$ cat src/rtl/frame_pkg.sv
// Shared definitions for the sine-index frame receiver: broadcast address,
// FSM state encoding, error codes and the frame field slices.
package frame_pkg;

  localparam logic [3:0] BROADCAST_ID = 4'hF;

  typedef enum logic [1:0] {
    WAIT_HI = 2'd0,
    WAIT_LO = 2'd1,
    PENDING = 2'd2
  } state_t;

  typedef enum logic [1:0] {
    ERR_PARITY   = 2'd0,
    ERR_TIMEOUT  = 2'd1,
    ERR_OVERRUN  = 2'd2,
    ERR_NO_FRAME = 2'd3
  } err_t;

  // Byte 1 of a frame carries index[11:4].
  function automatic logic [7:0] index_hi(input logic [11:0] index);
    return index[11:4];
  endfunction

  // Byte 2 carries the low index nibble in its upper half.
  function automatic logic [3:0] byte2_lo(input logic [7:0] byte2);
    return byte2[7:4];
  endfunction

  // Byte 2 carries the destination ID in its lower half.
  function automatic logic [3:0] byte2_id(input logic [7:0] byte2);
    return byte2[3:0];
  endfunction

  // Rebuild the 12-bit index from the stored first byte and the second byte.
  function automatic logic [11:0] make_index(input logic [7:0] hi, input logic [7:0] byte2);
    return {hi, byte2_lo(byte2)};
  endfunction

endpackage

$ cat src/rtl/module_frame_receiver_shoot_sync.sv
// Two-flop synchronizer followed by a registered rising-edge detector.
// Generic enough for any asynchronous strobe; a level held high yields one pulse.
module shoot_sync (
  input  logic clk,
  input  logic reset,
  input  logic async_in,
  output logic pulse
);

  logic meta_r;
  logic sync_r;
  logic prev_r;

  // Synchronize the input and register a one-cycle pulse on its rising edge.
  always_ff @(posedge clk) begin
    if (reset) begin
      meta_r <= 1'b0;
      sync_r <= 1'b0;
      prev_r <= 1'b0;
      pulse  <= 1'b0;
    end else begin
      meta_r <= async_in;
      sync_r <= meta_r;
      prev_r <= sync_r;
      pulse  <= sync_r & ~prev_r;
    end
  end

endmodule

$ cat src/rtl/module_frame_receiver.sv
// Rebuilds two-byte sine-index frames from the UART byte stream, filters on
// this module's ID, stages the frame and commits it on the shared shoot edge.
module module_frame_receiver
  import frame_pkg::*;
#(
  parameter logic [3:0] MODULE_ID    = 4'h1,
  parameter int         BYTE_TIMEOUT = 2400
) (
  input  logic        clk,
  input  logic        reset,
  input  logic        rx_done,
  input  logic [7:0]  rx_data,
  input  logic        parity_error,
  input  logic        shoot,
  output logic [11:0] sin_index,
  output logic [3:0]  frame_id,
  output logic        index_valid,
  output logic        frame_error,
  output logic [1:0]  err_code
);

  localparam int            CW      = (BYTE_TIMEOUT > 1) ? $clog2(BYTE_TIMEOUT) : 1;
  localparam logic [CW-1:0] CNT_END = CW'(BYTE_TIMEOUT - 1);
  localparam logic [CW-1:0] CNT_MAX = {CW{1'b1}};

  state_t      state_r, state_s;
  logic [7:0]  hi_r, hi_s;
  logic [11:0] stg_idx_r, stg_idx_s;
  logic [3:0]  stg_id_r, stg_id_s;
  logic [CW-1:0] cnt_r, cnt_s;
  logic [11:0] sin_s;
  logic [3:0]  fid_s;
  logic        iv_s, fe_s;
  logic [1:0]  ec_s;
  logic        shoot_edge_s;
  logic        good_s, bad_s, id_ok_s;
  logic        e_par_s, e_to_s, e_ov_s, e_nf_s;

  shoot_sync u_shoot_sync (
    .clk      (clk),
    .reset    (reset),
    .async_in (shoot),
    .pulse    (shoot_edge_s)
  );

  assign good_s  = rx_done & ~parity_error;
  assign bad_s   = rx_done & parity_error;
  assign id_ok_s = (byte2_id(rx_data) == MODULE_ID) || (byte2_id(rx_data) == BROADCAST_ID);

  // Next-state, staging, commit and error selection for the frame FSM.
  always_comb begin
    state_s   = state_r;
    hi_s      = hi_r;
    stg_idx_s = stg_idx_r;
    stg_id_s  = stg_id_r;
    cnt_s     = cnt_r;
    sin_s     = sin_index;
    fid_s     = frame_id;
    iv_s      = 1'b0;
    fe_s      = 1'b0;
    ec_s      = err_code;
    e_par_s   = 1'b0;
    e_to_s    = 1'b0;
    e_ov_s    = 1'b0;
    e_nf_s    = 1'b0;

    case (state_r)
      WAIT_HI: begin
        if (good_s) begin
          hi_s    = rx_data;
          cnt_s   = {CW{1'b0}};
          state_s = WAIT_LO;
        end else if (bad_s) begin
          e_par_s = 1'b1;
        end else begin
          state_s = WAIT_HI;
        end
      end
      WAIT_LO: begin
        if (cnt_r != CNT_MAX) begin
          cnt_s = cnt_r + CW'(1);
        end else begin
          cnt_s = cnt_r;
        end
        if (bad_s) begin
          e_par_s = 1'b1;
          state_s = WAIT_HI;
        end else if (good_s) begin
          if (id_ok_s) begin
            stg_idx_s = make_index(hi_r, rx_data);
            stg_id_s  = byte2_id(rx_data);
            state_s   = PENDING;
          end else begin
            state_s   = WAIT_HI;
          end
        end else if (cnt_r == CNT_END) begin
          e_to_s  = 1'b1;
          state_s = WAIT_HI;
        end else begin
          state_s = WAIT_LO;
        end
      end
      PENDING: begin
        if (shoot_edge_s) begin
          // Commit always wins; a byte in the same cycle starts the next frame.
          sin_s = stg_idx_r;
          fid_s = stg_id_r;
          iv_s  = 1'b1;
          if (good_s) begin
            hi_s    = rx_data;
            cnt_s   = {CW{1'b0}};
            state_s = WAIT_LO;
          end else if (bad_s) begin
            e_par_s = 1'b1;
            state_s = WAIT_HI;
          end else begin
            state_s = WAIT_HI;
          end
        end else if (good_s) begin
          e_ov_s  = 1'b1;
          hi_s    = rx_data;
          cnt_s   = {CW{1'b0}};
          state_s = WAIT_LO;
        end else if (bad_s) begin
          // A corrupt byte is reported but leaves the staged frame intact.
          e_par_s = 1'b1;
        end else begin
          state_s = PENDING;
        end
      end
      default: begin
        state_s = WAIT_HI;
      end
    endcase

    if (shoot_edge_s && (state_r != PENDING)) begin
      e_nf_s = 1'b1;
    end else begin
      e_nf_s = 1'b0;
    end

    // Lowest code wins when several errors land in one cycle.
    if (e_par_s) begin
      fe_s = 1'b1;
      ec_s = ERR_PARITY;
    end else if (e_to_s) begin
      fe_s = 1'b1;
      ec_s = ERR_TIMEOUT;
    end else if (e_ov_s) begin
      fe_s = 1'b1;
      ec_s = ERR_OVERRUN;
    end else if (e_nf_s) begin
      fe_s = 1'b1;
      ec_s = ERR_NO_FRAME;
    end else begin
      fe_s = 1'b0;
    end
  end

  // State, staging registers, timeout counter and registered outputs.
  always_ff @(posedge clk) begin
    if (reset) begin
      state_r     <= WAIT_HI;
      hi_r        <= 8'h00;
      stg_idx_r   <= 12'h000;
      stg_id_r    <= 4'h0;
      cnt_r       <= {CW{1'b0}};
      sin_index   <= 12'h000;
      frame_id    <= 4'h0;
      index_valid <= 1'b0;
      frame_error <= 1'b0;
      err_code    <= 2'd0;
    end else begin
      state_r     <= state_s;
      hi_r        <= hi_s;
      stg_idx_r   <= stg_idx_s;
      stg_id_r    <= stg_id_s;
      cnt_r       <= cnt_s;
      sin_index   <= sin_s;
      frame_id    <= fid_s;
      index_valid <= iv_s;
      frame_error <= fe_s;
      err_code    <= ec_s;
    end
  end

endmodule

$ cat config.mk
export PLATFORM = sky130hd
export DESIGN_NAME = module_frame_receiver
export DESIGN_NICKNAME = d
export VERILOG_FILES = /design/src/rtl/frame_pkg.sv /design/src/rtl/module_frame_receiver_shoot_sync.sv /design/src/rtl/module_frame_receiver.sv
export SDC_FILE = /design/constraint.sdc
export NUM_CORES = 1
export LEC_CHECK = 0
export ABC_AREA = 1
export BUFFER_PORTS_ARGS = -buffer_cell sky130_fd_sc_hd__clkbuf_2
export CAP_MARGIN = 0
export CORE_MARGIN = 3
export CORE_UTILIZATION = 59
export CTS_BUF_LIST = sky130_fd_sc_hd__clkbuf_4 sky130_fd_sc_hd__clkbuf_8
export CTS_CLUSTER_SIZE = 24
export DETAILED_ROUTE_END_ITERATION = 7
export GPL_TIMING_DRIVEN = 0
export HOLD_SLACK_MARGIN = 0.03
export PLACE_DENSITY = 0.81
export REMOVE_ABC_BUFFERS = 1
export SETUP_SLACK_MARGIN = 0.4
export SYNTH_ARGS = -nofsm -noshare
export SYNTH_HDL_FRONTEND = slang
export SYNTH_SLANG_ARGS = --single-unit
$ cat constraint.sdc
create_clock -name clk -period 1.6 [get_ports clk]
set_input_delay 0.48 -clock clk [delete_from_list [all_inputs] [get_ports clk]]
set_output_delay 0.48 -clock clk [all_outputs]
set_load 0.03 [all_outputs]
==> flow_summary_export.csv, run 1 <==
group,metric,value,unit
status,lastStage,"global routing",
clock_tree,clockRootBuffer,"clkbuf_8",
die,rows,23,
place,portBuffers,32,
synthesis,async_flop_share,0,
place,dp_hpwl,3.36,mm
place,dpl-instance-area,2690,µm²
die,die_h,71.7,µm
clock_tree,h-tree-depth,3,
synthesis,yosysTopAreaCell,"dfxtp_1",
clock_tree,cts_buffer_depth,2,
synthesis,ys.flop_type,"dfxtp_1",
synthesis,synth-seq-cells,62,
status,firstError,"[ERROR DPL-0033] detailed placement checks failed during check placement.",
status,status,"did not finish",
synthesis,ys_top_cells_by_area,"dfxtp_1 (49%), nor2_1 (10%), nand2_1 (8.3%)",
clock_tree,cts-buffers-inserted,9,
timing,worstEndpointType,"sequential cell input",
synthesis,synth_enable_flop_cells,0,
clock_tree,ctsHoldBuffers,0,
die,initial_utilization,0.623,
synthesis,yosysUniqueCellTypes,26,
timing,grt_repair_worst_endpoint,"cnt_r[6]$_SDFFE_PP0P_/D",
place,gp_congestion,0.871,
synthesis,syn_inst,340,
synthesis,synth.most_common_cell,"nor2_1",
synthesis,ys_seq_area_frac,0.488,
synthesis,yosys_warnings,0,
die,io_pins,33,
place,placedCellCount,409,
die,die_width,71.7,µm
clock_tree,cts.sinks,62,
synthesis,synth_top_area_frac,0.488,
global_routing,antenna_found_initial,0,
synthesis,synth_commonest_cells,"nor2_1 (68), dfxtp_1 (62), nand2_1 (56)",
global_routing,grt_start_max_net_pins,31,
synthesis,syn-cell-area,2540,µm²
synthesis,avgSynthCellArea,7.49,µm²
[what timing repair did]
item	in CTS
setup buffers	28
pin swaps	15
cloned	5
setup endpoints to repair	78
gates resized for setup	103
[stage by stage]
step / utilization / TNS [ps] / setup WS [ps]
floorplan: - / -19.8 / -19.8
global placement: 0.657 / -15720 / -471
detailed placement: 0.657 / -18020 / -523
CTS: 0.871 / 0 / 197
[cells by family after synthesis]
family,share of synthesized area
buffers and inverters,0.0733
DFF,0.488
and+or+nand+nor,0.308
AOI/OAI and AO/OA,0.126
adders and majority gates,0.00492
==> inputs of run 2 (changes only) <==
--- a/config.mk
+++ b/config.mk
@@ -9,15 +9,11 @@
 export BUFFER_PORTS_ARGS = -buffer_cell sky130_fd_sc_hd__clkbuf_2
 export CAP_MARGIN = 0
 export CORE_MARGIN = 3
-export CORE_UTILIZATION = 59
-export CTS_BUF_LIST = sky130_fd_sc_hd__clkbuf_4 sky130_fd_sc_hd__clkbuf_8
-export CTS_CLUSTER_SIZE = 24
+export CORE_UTILIZATION = 40
 export DETAILED_ROUTE_END_ITERATION = 7
 export GPL_TIMING_DRIVEN = 0
-export HOLD_SLACK_MARGIN = 0.03
-export PLACE_DENSITY = 0.81
+export PLACE_DENSITY_LB_ADDON = 0.15
 export REMOVE_ABC_BUFFERS = 1
-export SETUP_SLACK_MARGIN = 0.4
 export SYNTH_ARGS = -nofsm -noshare
 export SYNTH_HDL_FRONTEND = slang
 export SYNTH_SLANG_ARGS = --single-unit
==> run 2 against run 1 <==
Effect of this change: the flow now finishes without violations; area after synthesis did not move; synthesized cell count did not move.
==> flow_summary_export.csv, run 2 <==
group,metric,value,unit
status,status,"finished, final reports clean",
global_routing,grt_start_max_net_pins,31,
global_routing,track_usage,0.167,
clock_tree,cts_tree,"done",
synthesis,syn_inst,340,
place,dp_hpwl,3.46,mm
timing,fin_ws,132,ps
setup_path,r2r_setup_slack,130,ps
die,die_width,85.8,µm
setup_path,crit_start,"cnt_r[0]",
timing,timing.final.hold_violations,0,
synthesis,yosysTopAreaCell,"dfxtp_1",
die,coreArea,6030,µm²
timing,period_share,0.918,
timing,clock_skew,9.76,ps
cells_and_area,post_route_cells_drive_above_1_share,0.226,
global_routing,grt_overflow_total,0,
setup_path,r2r-start,"cnt_r[0]",
clock_tree,h-tree-depth,3,
global_routing,antenna_found_initial,0,
setup_path,arrival,1700,ps
routing,firstDrtPassIters,5,
setup_path,end_kind,"register",
synthesis,synth_top_area_frac,0.488,
routing,wl_per_cell,12.5,µm
place,portBuffers,32,
setup_path,required,1830,ps
synthesis,syn-cell-area,2540,µm²
setup_path,timing.rr.end,"cnt_r[6]",
place,pre_cts_ws,-606,ps
setup_path,reg2regPathDepth,10,
setup_path,crit_fanout,13,
timing,setup-violations-final,0,
timing,slew_violations,0,
synthesis,ys_seq_area_frac,0.488,
cells_and_area,fin_util,0.510,
die,die-area,7360,µm²
power_and_ir_drop,peakVddDrop,571,µV
routing,drt_iter0_drc,121,
power_and_ir_drop,power_density,1060,nW/µm²
setup_path,start_kind,"register",
clock_tree,cts_buffer_depth,2,
routing,drt-vias-per-instance,4.97,
timing,relSlewSlack,0.735,
cells_and_area,multi_input_area,1140,µm²
setup_path,critical_path_class,"reg2reg",
die,die_h,85.8,µm
timing,fmax,681,MHz
synthesis,async_flop_share,0,
die,rows,28,
cells_and_area,fillers,623,
timing,rsz0062_at_grt,"false",
routing,ant_nets,0,
setup_path,cp-endpoint,"cnt_r[6]",
synthesis,avgSynthCellArea,7.49,µm²
hold_path,min_path_type,"in2reg",
synthesis,ys.flop_type,"dfxtp_1",
synthesis,yosysUniqueCellTypes,26,
routing,drc,0,
global_routing,grt_pass1_vias,2075,
global_routing,grt_pass1_wl,9.60,mm
die,io_pins,33,
cells_and_area,most-common-layout-cells,"nor2_1 (68), dfxtp_1 (58), nand2_1 (56)",
cells_and_area,syn_to_final_growth,20.8,%
clock_tree,insertion_delay,340,ps
routing,vias,2305,
flow_run,cap_viol_max_count,0,
synthesis,synth_enable_flop_cells,0,
cells_and_area,n_antenna_cell,0,
synthesis,ys_top_cells_by_area,"dfxtp_1 (49%), nor2_1 (10%), nand2_1 (8.3%)",
cells_and_area,instances_no_fill,464,
cells_and_area,largestRegisters,"cnt_r x12, sin_index x12, stg_idx_r x12",
die,initial_utilization,0.422,
timing,worstMarginPinSlew,397,ps
synthesis,synth-seq-cells,62,
timing,min_period,1470,ps
clock_tree,path_clk_slew,70,ps
cells_and_area,final-seq-area,1250,µm²
synthesis,yosys_warnings,0,
synthesis,synth.most_common_cell,"nor2_1",
power_and_ir_drop,p_leak,1.30,nW
routing,finalWirelength,5.78,mm
clock_tree,clockRootBuffer,"clkbuf_8",
place,placedCellCount,434,
cells_and_area,final_common_cell,"nor2_1",
synthesis,synth_commonest_cells,"nor2_1 (68), dfxtp_1 (62), nand2_1 (56)",
cells_and_area,nets,398,
clock_tree,cts.sinks,62,
clock_tree,cts-buffers-inserted,9,
place,gp_congestion,0.799,
run 2: cell counts after synthesis:
Identical to the previous run, type by type.
run 2: timing repair:
item / 4_1_cts / 5_1_grt
endpoints found under the hold margin: 0 / 0
gates cloned: 1 / 0
pin swaps: 3 / 2
setup endpoints to repair: 35 / 28
setup buffers: 8 / 5
resized for setup: 5 / 8
hold buffers: 0 / 0
run 2: how the worst min path moves through the flow:
stage	to	cells past startpoint	from	slack [ps]
finish	u_shoot_sync.meta_r	3	shoot	340
global placement	u_shoot_sync.pulse	1	u_shoot_sync.prev_r	380
floorplan	u_shoot_sync.pulse	1	u_shoot_sync.prev_r	370
global route	u_shoot_sync.meta_r	3	shoot	350
CTS	u_shoot_sync.meta_r	3	shoot	320
detailed placement	u_shoot_sync.pulse	1	u_shoot_sync.prev_r	380
run 2: kinds of logic after synthesis:
group	synth area share
buffers and inverters	0.0733
and+or+nand+nor	0.308
AOI/OAI and AO/OA	0.126
adders and majority gates	0.00492
DFF	0.488
run 2: stage by stage:
| step | area (µm²) | hold slack, ps | power (W) | setup TNS [ps] |
|---|---|---|---|---|
| 6_report | 3080 | 338 | 0.00325 | 0 |
| 4_1_cts | 3020 | 320 | 0.00328 | 0 |
| 3_3_place_gp | 2720 | 378 | 0.00176 | -19130 |
| 2_1_floorplan | 2460 | 373 | 0.00170 | -19.8 |
| 3_5_place_dp | 2720 | 383 | 0.00176 | -21740 |
| 5_1_grt | 3080 | 347 | 0.00338 | 0 |
run 2: critical path: stages, from the launching register on:
cell and delay [ps]:
dfxtp_2 350, ha_2 190, nand2_2 70, nor2_4 140, nand3_2 110, nand2_4 160, nand2_8 110, nand2_1 100
nand2_1 50, nand2_1 50, nor2_1 40
run 2: per-layer routing:
layer,global-route usage,up-vias,wire [µm]
li1,-,1188,-
met2,0.239,45,2480
met4,0.0993,0,122
met5,0,-,0
met1,0.228,1061,2950
met3,0.0375,11,234
run 2: final cells by class:
| type | count | area share |
|---|---|---|
| Inverter | 28 | 0.0366 |
| Timing Repair Buffer | 45 | 0.0846 |
| Tap cell | 75 | 0.0305 |
| Clock inverter | 6 | 0.0281 |
| Multi-Input combinational cell | 237 | 0.371 |
| Sequential cell | 62 | 0.405 |
| Timing Repair inverter | 1 | 0.00244 |
| Clock buffer | 10 | 0.0415 |
run 2: where the power goes:
part           internal (W)  leakage, nW  switching (W)
Combinational     0.0000579        0.689       0.000120
Clock              0.000874        0.106       0.000619
Sequential          0.00157        0.504      0.0000140
Total               0.00250         1.30       0.000753
Note: power is estimated with default switching activity, not from simulation.
==> inputs of run 3 (changes only) <==
--- a/config.mk
+++ b/config.mk
@@ -6,7 +6,7 @@
 export NUM_CORES = 1
 export LEC_CHECK = 0
 export ABC_AREA = 1
-export BUFFER_PORTS_ARGS = -buffer_cell sky130_fd_sc_hd__clkbuf_2
+export BUFFER_PORTS_ARGS = -buffer_cell sky130_fd_sc_hd__buf_2
 export CAP_MARGIN = 0
 export CORE_MARGIN = 3
 export CORE_UTILIZATION = 40
@@ -14,6 +14,7 @@
 export GPL_TIMING_DRIVEN = 0
 export PLACE_DENSITY_LB_ADDON = 0.15
 export REMOVE_ABC_BUFFERS = 1
+export SETUP_SLACK_MARGIN = 0.2
 export SYNTH_ARGS = -nofsm -noshare
 export SYNTH_HDL_FRONTEND = slang
 export SYNTH_SLANG_ARGS = --single-unit
==> run 3 against run 2 <==
Effect of this change: clock skew decreased by 1.5 ps; clock-buffer cell count decreased by 1; via count grew 1.8%; final area increased by 6.7%; largest power group unchanged.
==> flow_summary_export.csv, run 3 (same netlist as run 2, synthesis figures left out) <==
group,metric,value,unit
die,initial_utilization,0.422,
cells_and_area,n_antenna_cell,0,
setup_path,required,1840,ps
die,io_pins,33,
power_and_ir_drop,pwr-share-seq,0.521,
timing,period_share,0.859,
place,placedCellCount,434,
cells_and_area,most-common-layout-cells,"nor2_1 (65), dfxtp_1 (53), nand2_1 (49)",
power_and_ir_drop,power_density,920,nW/µm²
clock_tree,cts_buffer_depth,2,
global_routing,grt_start_max_net_pins,31,
global_routing,use_met3,0.0567,
cells_and_area,largestRegisters,"cnt_r x12, sin_index x12, stg_idx_r x12",
cells_and_area,nets,410,
global_routing,antenna_found_initial,0,
cells_and_area,post_route_cells_drive_above_1_share,0.299,
global_routing,met2_usage,0.244,
setup_path,path_common_cell,"buf_6",
global_routing,grt.busiest_layer,"met2",
routing,drc,0,
routing,ant_nets,0,
setup_path,critical_path_class,"reg2reg",
power_and_ir_drop,combPwrFrac,0.067,
die,die_h,85.8,µm
routing,wl_per_cell,12.6,µm
global_routing,track_usage,0.172,
routing,drt-vias-per-instance,4.93,
setup_path,critical_path_buf_inv_count,2,
setup_path,start_kind,"register",
hold_path,min_path_type,"in2reg",
flow_run,cap_viol_max_count,0,
clock_tree,insertion_delay,350,ps
cells_and_area,syn_to_final_growth,28.9,%
timing,rsz0062_at_grt,"true",
die,rows,28,
routing,firstDrtPassIters,5,
place,portBuffers,32,
place,gp_congestion,0.799,
power_and_ir_drop,peakVddDrop,623,µV
place,dp_hpwl,3.43,mm
timing,worstMarginPinSlew,415,ps
setup_path,worstPathCellList,"ha_4 > nand2_4 > nor2_4 > buf_6 > buf_6 > nand4_1 > o31ai_1 > nor2_1",
clock_tree,h-tree-depth,3,
timing,clock_skew,8.23,ps
timing,relSlewSlack,0.723,
timing,timing.final.hold_violations,0,
timing,hold_ws,336,ps
setup_path,cp_top_family,"simple AND/OR/NAND/NOR gates",
setup_path,crit_fanout,7,
clock_tree,cts-buffers-inserted,9,
timing,slew_violations,0,
timing,setup-violations-final,0,
routing,drt_iter0_drc,128,
cells_and_area,multi_input_area,1220,µm²
routing,finalWirelength,5.98,mm
power_and_ir_drop,p_sw_frac,0.273,
die,die_width,85.8,µm
global_routing,grt_pass1_wl,9.85,mm
setup_path,arrival,1610,ps
timing,fmax,728,MHz
cells_and_area,final-seq-area,1260,µm²
cells_and_area,instances_no_fill,476,
die,die-area,7360,µm²
clock_tree,ctsHoldBuffers,0,
power_and_ir_drop,p_leak,1.39,nW
routing,vias,2346,
global_routing,grt_pass1_vias,2111,
global_routing,grt_util_met1,0.240,
status,status,"finished, final reports clean",
clock_tree,cts_tree,"done",
die,coreArea,6030,µm²
power_and_ir_drop,pwr-share-clk,0.411,
setup_path,cpPeakStageDelay,370,ps
setup_path,cp_slowest_cell,"dfxtp_4",
power_and_ir_drop,p_switching,0.000824,W
timing,totalNegativeSetupSlack,0,ps
setup_path,end_kind,"register",
cells_and_area,final_common_cell,"nor2_1",
timing,min_period,1370,ps
cells_and_area,fillers,585,
clock_tree,clockRootBuffer,"clkbuf_8",
global_routing,grt_overflow_total,0,
clock_tree,path_clk_slew,70,ps
clock_tree,cts.sinks,62,
power_and_ir_drop,p_int,0.00219,W
==> run 3: stage by stage <==
stage | setup WS, ps | util | area (µm²) | total power, W
detailed placement | -461 | 0.451 | 2720 | 0.00176
global route | 127 | 0.544 | 3280 | 0.00314
finish | 226 | 0.544 | 3280 | 0.00302
global placement | -446 | 0.451 | 2720 | 0.00176
CTS | 198 | 0.512 | 3080 | 0.00303
floorplan | -19.8 | - | 2460 | 0.00170
==> run 3: final timing paths <==
path	slack (ps)	depth (start not counted)	from	end
setup / recovery	230	8	cnt_r[1]	err_code[1]
hold / removal	340	3	shoot	u_shoot_sync.meta_r
setup reg to reg	230	8	cnt_r[1]	err_code[1]
hold reg to reg	390	1	u_shoot_sync.prev_r	u_shoot_sync.pulse
==> run 3: power groups by stage <==
stage          Sequential (W)  Clock (W)  Combinational, W
2_1_floorplan         0.00162          0         0.0000824
3_3_place_gp          0.00161          0          0.000147
3_5_place_dp          0.00161          0          0.000149
4_1_cts               0.00158    0.00126          0.000186
5_1_grt               0.00158    0.00133          0.000224
6_report              0.00157    0.00124          0.000204
==> run 3: what timing repair did <==
| action | in CTS | in global routing |
|---|---|---|
| gates resized for setup | 15 | 40 |
| gates cloned | 2 | 0 |
| endpoints found under the setup margin | 56 | 53 |
| buffers inserted | 14 | 10 |
| pin swaps | 5 | 19 |
==> run 3: worst register-to-register path, cell delays in order (launching register included) <==
cell     delay [ps]
dfxtp_4         370
ha_4            150
nand2_4          50
nor2_4          120
buf_6           150
buf_6           100
nand4_1         150
o31ai_1         120
nor2_1           60
==> run 3: layout make-up <==
cell class / count / area share
clock buffers: 9 / 0.0378
clock inverters: 7 / 0.0153
inverters: 28 / 0.0359
multi-input cells: 238 / 0.373
flip-flops and latches: 62 / 0.385
well taps: 75 / 0.0286
repair buffers: 56 / 0.123
repair inverters: 1 / 0.00229
==> run 3: layer usage <==
metal,wire [µm],part of all wire
met4,115,0.019
met2,2590,0.43
met3,328,0.055
met5,0,0
met1,2950,0.49
==> inputs of run 4 (changes only) <==
--- a/config.mk
+++ b/config.mk
@@ -9,7 +9,7 @@
 export BUFFER_PORTS_ARGS = -buffer_cell sky130_fd_sc_hd__buf_2
 export CAP_MARGIN = 0
 export CORE_MARGIN = 3
-export CORE_UTILIZATION = 40
+export CORE_UTILIZATION = 56
 export DETAILED_ROUTE_END_ITERATION = 7
 export GPL_TIMING_DRIVEN = 0
 export PLACE_DENSITY_LB_ADDON = 0.15
==> run 4 against run 3 <==
Effect of this change: worst hold slack improved by 38 ps; flip-flop and latch count did not move; non-clock buffer count decreased by 12; wire length decreased by 1.9%; power grew 2.0%; final area shrank 5.5%; sequential power about the same; via count about the same; final cell count shrank 8.0%; worst setup slack lost 9.1 ps; clock power increased by 6%; critical path type unchanged; largest power group unchanged.
==> flow_summary_export.csv, run 4 (same netlist as run 2, synthesis figures left out) <==
group,metric,value,unit
power_and_ir_drop,combPwrFrac,0.062,
routing,firstDrtPassIters,4,
die,initial_utilization,0.606,
place,placedCellCount,409,
routing,ant_nets,0,
clock_tree,h-tree-depth,3,
place,dpl-instance-area,2690,µm²
die,die-area,5390,µm²
timing,timing.final.hold_violations,0,
die,io_pins,33,
place,portBuffers,32,
die,die_h,73.4,µm
cells_and_area,final-seq-area,1260,µm²
timing,clock_skew,5.45,ps
global_routing,grt_pass1_vias,2109,
global_routing,track_usage,0.226,
timing,relSlewSlack,0.766,
cells_and_area,fillers,347,
hold_path,min_path_type,"in2reg",
power_and_ir_drop,pwr-share-clk,0.426,
flow_run,cap_viol_max_count,0,
cells_and_area,nets,398,
setup_path,critical_path_class,"reg2reg",
power_and_ir_drop,p_sw_frac,0.230,
die,coreArea,4200,µm²
setup_path,r2r-start,"cnt_r[1]",
timing,period_share,0.864,
clock_tree,path_clk_slew,60,ps
timing,worstMarginPinSlew,351,ps
power_and_ir_drop,p_switching,0.000707,W
timing,rsz0062_at_grt,"true",
cells_and_area,syn_to_final_growth,21.9,%
die,rows,23,
cells_and_area,n_antenna_cell,0,
cells_and_area,final_cell_area,3100,µm²
routing,wl_per_cell,13.4,µm
status,status,"finished, final reports clean",
setup_path,start_kind,"register",
cells_and_area,instances_no_fill,438,
hold_path,holdCritStartpoint,"shoot",
power_and_ir_drop,p_leak,1.34,nW
timing,slew_violations,0,
timing,setup-violations-final,0,
die,die_width,73.4,µm
clock_tree,cts-buffers-inserted,9,
clock_tree,insertion_delay,330,ps
cells_and_area,fin_util,0.738,
hold_path,whs_endpoint,"u_shoot_sync.meta_r",
routing,drc,0,
routing,drt_iter0_drc,203,
cells_and_area,multi_input_area,1200,µm²
cells_and_area,post_route_cells_drive_above_1_share,0.258,
power_and_ir_drop,peakVddDrop,553,µV
setup_path,timing.rr.end,"cnt_r[11]",
place,gp_congestion,0.833,
global_routing,antenna_found_initial,0,
cells_and_area,largestRegisters,"cnt_r x12, sin_index x12, stg_idx_r x12",
timing,fmax,723,MHz
clock_tree,cts.sinks,62,
clock_tree,cts_tree,"done",
power_and_ir_drop,power_density,993,nW/µm²
setup_path,r2r_setup_slack,220,ps
global_routing,grt_pass1_wl,9.30,mm
routing,finalWirelength,5.87,mm
setup_path,end_kind,"register",
power_and_ir_drop,p_int,0.00237,W
hold_path,whs_path_depth,3,
routing,vias,2344,
global_routing,grt_overflow_total,0,
setup_path,required,1820,ps
power_and_ir_drop,pwr-share-seq,0.513,
cells_and_area,most-common-layout-cells,"nor2_1 (66), dfxtp_1 (56), nand2_1 (52)",
timing,min_period,1380,ps
setup_path,arrival,1610,ps
clock_tree,cts_buffer_depth,2,
routing,drt-vias-per-instance,5.35,
setup_path,reg2regPathDepth,8,
clock_tree,clockRootBuffer,"clkbuf_8",
setup_path,crit_fanout,8,
place,dp_hpwl,3.34,mm
global_routing,grt_start_max_net_pins,31,
cells_and_area,final_common_cell,"nor2_1",
## run 4: area by class of cell
cell class | count | area share
timing repair inverter | 1 | 0.00242
clock inverter | 4 | 0.0153
clock buffer | 11 | 0.0456
timing repair buffer | 44 | 0.0851
inverter | 28 | 0.0371
multi-input combinational | 238 | 0.388
sequential | 62 | 0.406
tap | 50 | 0.0202
## run 4: per-stage QoR
| step | TNS, ps | hold WS [ps] | setup slack (ps) | power, W |
|---|---|---|---|---|
| global placement | -13990 | 378 | -408 | 0.00176 |
| CTS | 0 | 354 | 183 | 0.00309 |
| detailed placement | -13470 | 393 | -398 | 0.00176 |
| floorplan | -19.8 | 373 | -19.8 | 0.00170 |
| finish | 0 | 374 | 217 | 0.00308 |
| global route | 0 | 384 | 155 | 0.00318 |
## run 4: worst max path at each step
stage / start / to / slack [ps] / cells past startpoint
5_1_grt: cnt_r[1] / cnt_r[7] / 160 / 8
4_1_cts: cnt_r[1] / cnt_r[9] / 180 / 10
3_5_place_dp: rx_data[1] / stg_idx_r[0] / -400 / 6
3_3_place_gp: reset / cnt_r[2] / -410 / 6
2_1_floorplan: rx_data[1] / stg_idx_r[0] / -20 / 5
6_report: cnt_r[1] / cnt_r[11] / 220 / 8
## run 4: per-layer routing
layer,track usage,vias to the layer above,part of all wire
met5,0,-,0
met4,0.111,0,0.017
met3,0.0424,10,0.052
met2,0.364,76,0.47
met1,0.289,1066,0.47
li1,-,1192,-
## run 4: timing repair
action / in CTS / in global routing
gates resized for setup: 14 / 24
gates cloned: 1 / 1
setup endpoints to repair: 55 / 44
buffers inserted: 10 / 2
hold buffers: 0 / 0
pin swaps: 5 / 12
## run 4: worst max-delay path, stage by stage (launching register included)
cell	delay [ps]
dfxtp_4	380
ha_4	140
nand2_2	70
nor2_4	130
nand3_2	100
nand2_4	170
nand2_4	110
a21oi_2	130
nor2_1	50
## run 4: power by group through the flow
| stage | Sequential (W) | Clock (W) | Combinational (W) |
|---|---|---|---|
| 2_1_floorplan | 0.00162 | 0 | 0.0000824 |
| 3_3_place_gp | 0.00161 | 0 | 0.000143 |
| 3_5_place_dp | 0.00161 | 0 | 0.000144 |
| 4_1_cts | 0.00158 | 0.00134 | 0.000169 |
| 5_1_grt | 0.00158 | 0.00139 | 0.000209 |
| 6_report | 0.00158 | 0.00131 | 0.000190 |
